==> src/rtl/add_pipe.sv <==
// Pipelined DATA_LEN-bit adder/subtractor: the carry ripples one CHUNK per stage,
// with valid/ready handshakes on both sides and ADD/SUB/ADC/SBB modes.
module add_pipe #(
  parameter int unsigned DATA_LEN = 64,
  parameter int unsigned STAGES   = 4
) (
  input  logic                clk,
  input  logic                rst,
  input  logic                flush,
  input  logic                in_valid,
  output logic                in_ready,
  input  logic [DATA_LEN-1:0] op_a,
  input  logic [DATA_LEN-1:0] op_b,
  input  logic [1:0]          mode,
  input  logic                cin,
  output logic                out_valid,
  input  logic                out_ready,
  output logic [DATA_LEN-1:0] sum,
  output logic                cout,
  output logic                overflow,
  output logic                zero
);

  localparam int unsigned CHUNK = DATA_LEN / STAGES;
  localparam int unsigned LAST  = STAGES - 1;

  typedef enum logic [1:0] {
    MODE_ADD = 2'b00,
    MODE_SUB = 2'b01,
    MODE_ADC = 2'b10,
    MODE_SBB = 2'b11
  } mode_e;

  logic [STAGES-1:0]   valid_q, valid_d;
  logic [STAGES-1:0]   adv, load;
  logic [DATA_LEN-1:0] a_q [STAGES];
  logic [DATA_LEN-1:0] b_q [STAGES];
  logic [DATA_LEN-1:0] s_q [STAGES];
  logic [STAGES-1:0]   c_q;
  logic                ovf_q, zero_q;

  logic [DATA_LEN-1:0] a_src [STAGES];
  logic [DATA_LEN-1:0] b_src [STAGES];
  logic [DATA_LEN-1:0] s_src [STAGES];
  logic [DATA_LEN-1:0] s_d   [STAGES];
  logic [STAGES-1:0]   c_src, c_d;
  logic [DATA_LEN-1:0] b_pre;
  logic                c0;
  logic [CHUNK:0]      part;
  logic                ovf_d, zero_d;
  logic                accept;

  // Operand preprocessing: subtraction is a + ~b + 1, borrow-in inverts cin.
  always_comb begin
    b_pre = mode[0] ? ~op_b : op_b;
    c0    = 1'b0;
    case (mode_e'(mode))
      MODE_ADD: c0 = 1'b0;
      MODE_SUB: c0 = 1'b1;
      MODE_ADC: c0 = cin;
      MODE_SBB: c0 = ~cin;
      default:  c0 = 1'b0;
    endcase
  end

  // Backpressure chain, evaluated from the output stage backwards.
  always_comb begin
    adv       = '0;
    adv[LAST] = valid_q[LAST] & out_ready;
    for (int k = int'(STAGES) - 2; k >= 0; k--) begin
      adv[k] = valid_q[k] & (~valid_q[k+1] | adv[k+1]);
    end
  end

  assign in_ready = (~valid_q[0] | adv[0]) & ~flush;
  assign accept   = in_valid & in_ready;

  always_comb begin
    load    = '0;
    load[0] = accept;
    for (int k = 1; k < int'(STAGES); k++) begin
      load[k] = adv[k-1];
    end
    valid_d = flush ? '0 : (load | (valid_q & ~adv));
  end

  // Each stage adds its own chunk using the carry registered by the stage before.
  always_comb begin
    a_src[0] = op_a;
    b_src[0] = b_pre;
    s_src[0] = '0;
    c_src    = '0;
    c_src[0] = c0;
    for (int k = 1; k < int'(STAGES); k++) begin
      a_src[k] = a_q[k-1];
      b_src[k] = b_q[k-1];
      s_src[k] = s_q[k-1];
      c_src[k] = c_q[k-1];
    end
    part = '0;
    c_d  = '0;
    for (int k = 0; k < int'(STAGES); k++) begin
      part = {1'b0, a_src[k][k*CHUNK +: CHUNK]} + {1'b0, b_src[k][k*CHUNK +: CHUNK]}
           + (CHUNK+1)'(c_src[k]);
      s_d[k]                  = s_src[k];
      s_d[k][k*CHUNK +: CHUNK] = part[CHUNK-1:0];
      c_d[k]                  = part[CHUNK];
    end
    ovf_d  = (a_src[LAST][DATA_LEN-1] == b_src[LAST][DATA_LEN-1])
           & (s_d[LAST][DATA_LEN-1] != a_src[LAST][DATA_LEN-1]);
    zero_d = (s_d[LAST] == '0);
  end

  always_ff @(posedge clk) begin
    if (rst) begin
      valid_q <= '0;
      c_q     <= '0;
      ovf_q   <= 1'b0;
      zero_q  <= 1'b0;
      for (int k = 0; k < int'(STAGES); k++) begin
        a_q[k] <= '0;
        b_q[k] <= '0;
        s_q[k] <= '0;
      end
    end else begin
      valid_q <= valid_d;
      for (int k = 0; k < int'(STAGES); k++) begin
        if (load[k]) begin
          a_q[k] <= a_src[k];
          b_q[k] <= b_src[k];
          s_q[k] <= s_d[k];
          c_q[k] <= c_d[k];
        end
      end
      if (load[LAST]) begin
        ovf_q  <= ovf_d;
        zero_q <= zero_d;
      end
    end
  end

  assign out_valid = valid_q[LAST];
  assign sum       = s_q[LAST];
  assign cout      = c_q[LAST];
  assign overflow  = ovf_q;
  assign zero      = zero_q;

endmodule

==> config.mk <==
export PLATFORM = sky130hd
export DESIGN_NAME = add_pipe
export DESIGN_NICKNAME = d
export VERILOG_FILES = /design/src/rtl/add_pipe.sv
export SDC_FILE = /design/constraint.sdc
export NUM_CORES = 1
export LEC_CHECK = 0
export CAP_MARGIN = 30
export CORE_UTILIZATION = 55
export CTS_CLUSTER_DIAMETER = 100
export DETAILED_ROUTE_END_ITERATION = 8
export PLACE_DENSITY = 0.79
export SYNTH_ARGS = -nofsm -noshare
export SYNTH_HDL_FRONTEND = slang
export SYNTH_SLANG_ARGS = --single-unit
==> constraint.sdc <==
create_clock -name clk -period 12.1 [get_ports clk]
set_input_delay 1.815 -clock clk [delete_from_list [all_inputs] [get_ports clk]]
set_output_delay 1.815 -clock clk [all_outputs]
set_load 0.01 [all_outputs]
==> run metrics <==
status complete, no violations; Core Region 29600 um^2; Starting Density 55.8%; # H-tree levels 2; via-per-instance ratio 5.21; Die Width 175 um; synth unique cells 52; final hold violations 0; vias in the first global route 9210; most common flop cell mapped by yosys edfxtp_1; die height 175 um; maximum VDD drop 74.7 uV; Post-Syn Area 16500 um^2; Crit path top cell by count clkdlybuf4s50_1; Critical-path top delay cell clkdlybuf4s50_1; routed wl met2 13400 um; remaining routing DRC violations 0; ant diodes 0; I/O Buffers 204; Clock Skew 0.0136 ns; WL per Instance 16.1 um; DP Area 19000 um^2; DR top layer met4; Period minus WS final 5.18 ns; layout cells sized above 1 4.90%; cts hold-fix bufs 0; row count 63; vias 9676; HPWL after DPL 21700 um; die area 30700 um^2; Global Route Usage Sum 19.7%; Final nets 1653; crit start category input port; Rel. slew slack 41.2%; CP Capture Type primary output; detailed router's first-iteration violation count 696; CTS resizes 0; synth warn 0; WL met3 1770 um; fraction of registers with async set/reset 0%; DRT Wirelength 29800 um; Yosys top cell area share 64.1%; crit path buf inv count 2; 1st-pass router iterations 5; global route overflow 0; fin area 20100 um^2; Post-synth EDFFs 352; syn_nets 1447; leakage power 7.67 nW; wl on met1 14100 um; CP Max Fanout 5; fmax 193 MHz; most frequent cells in the layout edfxtp_1 (352), and2_1 (249), clkdlybuf4s50_1 (203); Num Clock Sinks 362; Synth area leaders edfxtp_1 (64%), and2_1 (9.4%), ha_1 (4.6%); post-synthesis sequential area ratio 65.3%; Clock Path Buffers 3; syn_area_per_cell 13.3 um^2; Tightest Hold Check Type reg -> reg; antenna violations before repair 0; flops & latches, synth 362; slowest stage delay, CP 0.49 ns; final setup vio count 0; pwr dens 140 nW/um^2; first-pass GRT wire length 47500 um; fin. max-slew vios 0; Final period util 42.8%; P&R area growth vs syn 22.0%; TritonCTS buffer count 36; most common cell after layout, fill and taps aside edfxtp_1; critical path's top delay family buffers and inverters; GPL Wtd Cong 0.888; Worst-Margin Slew 0.882 ns; clock-pin slew on the worst setup and hold paths 0.06 ns; crit path kind in -> out; CTS tree built; post-synth top area cell edfxtp_1; Post-Synthesis Cells 1243; Clock Latency Late Sink 0.50 ns; Critical Path RT 10.28 ns; Max Cap Viol 0; root buffer cell clkbuf_16; Setup Total Neg Slack 0 ns; # IOs 205; Post-CTS Setup Inserts 0; largest net degree at the start of global routing 85; RSZ-0062 raised after global routing false; critical-path cell list clkdlybuf4s50_1 > nor2b_1 > and3_1 > a21oi_1 > clkdlybuf4s50_1; antenna viol nets, final 0; Crit path arrival time 3.37 ns
-- cell type report --
cell class                      instances  area, um^2
Multi-Input combinational cell        813        5500
Clock inverter                         10         146
Fill cell                            2076        9440
Sequential cell                       362       10800
Clock buffer                           47         963
Inverter                               21        80.1
Tap cell                              390         488
Timing Repair Buffer                  215        2180
-- state kept, by name (all words and copies together) (netlist names) --
name,count
c_q,4
valid_q,4
overflow,1
s_q,160
b_q,96
zero,1
a_q,96
-- power breakdown --
part / switching [mW] / internal (mW) / total, mW
sequential: 0.0219 / 1.44 / 1.46
combinational: 0.143 / 0.134 / 0.277
clock: 0.425 / 0.641 / 1.07
total: 0.591 / 2.22 / 2.81
-- cell usage after synthesis (3+ instances only) --
master and instances:
edfxtp_1 352, and2_1 249, nor2_1 132, xnor2_1 71
ha_1 60, clkbuf_1 46, xor2_1 35, a21oi_1 34
nand2_1 26, o21ai_0 26, inv_1 21, nor3_1 21
a21o_1 16, nand2b_1 15, nand3_1 13, nor4_1 11
dfxtp_1 10, fa_1 8, nand4_1 8, or3_1 8
nor2b_1 6, o21a_1 6, or2_2 6, o31ai_1 5
a211o_1 4, and3_1 4, o211ai_1 4, o21bai_1 4
a2111oi_0 3, a31oi_1 3, a41oi_1 3, o2111ai_1 3
o21ai_1 3
-- worst reg2reg max path, cell delays in order, from the launching register on --
cell and delay (ns):
edfxtp_1 0.36, inv_1 0.09, fa_1 0.20, inv_1 0.06, fa_1 0.39, a21o_1 0.18, a21oi_1 0.26, o21ai_0 0.18
a41oi_1 0.29, nor2b_1 0.13, o311a_1 0.35, o21a_1 0.18, o211a_1 0.22
-- per-layer routing --
metal | global-route usage, % | up-vias
met5 | 0 | -
met4 | 5.51 | 0
met3 | 2.59 | 43
met2 | 30.3 | 311
met1 | 29.6 | 4500
li1 | - | 4822
-- path summary, 6_finish.rpt --
kind / startpoint / to / slack [ns] / depth (start not counted)
worst max-delay path: out_ready / in_ready / 6.92 / 5
worst min-delay path: overflow / overflow / 0.46 / 2
worst min register to register: overflow / overflow / 0.46 / 2
worst max register to register: b_q[0][16] / s_q[1][30] / 8.95 / 12
-- cell families (layout without fill, tap and decap cells) --
| logic type | Yosys count | in the layout | share of synthesized area, % |
|---|---|---|---|
| AND/OR/NAND/NOR | 507 | 507 | 16.7 |
| XOR/XNOR | 106 | 106 | 5.63 |
| multiplexers | 2 | 2 | 0.121 |
| AO/OA/AOI/OAI | 130 | 130 | 5.20 |
| adder cells (fa/ha/maj) | 68 | 68 | 5.52 |
| flip-flops | 362 | 362 | 65.3 |
| buffers and inverters | 68 | 293 | 1.55 |
-- through the flow --
| stage | hold WS (ns) | utilization, % | setup slack, ns | total power [mW] | instances |
|---|---|---|---|---|---|
| after floorplan | 0.475 | - | 6.49 | 1.66 | 1243 |
| after global placement | 0.442 | 64.0 | 6.75 | 1.76 | 1797 |
| after detailed placement | 0.451 | 64.3 | 6.60 | 1.77 | 1800 |
| after CTS | 0.463 | 68.0 | 6.92 | 2.82 | 1857 |
| after global routing | 0.488 | 68.1 | 6.84 | 2.90 | 1858 |
| final | 0.460 | 68.1 | 6.92 | 2.81 | 1858 |
Power figures use the tool's default switching activity.
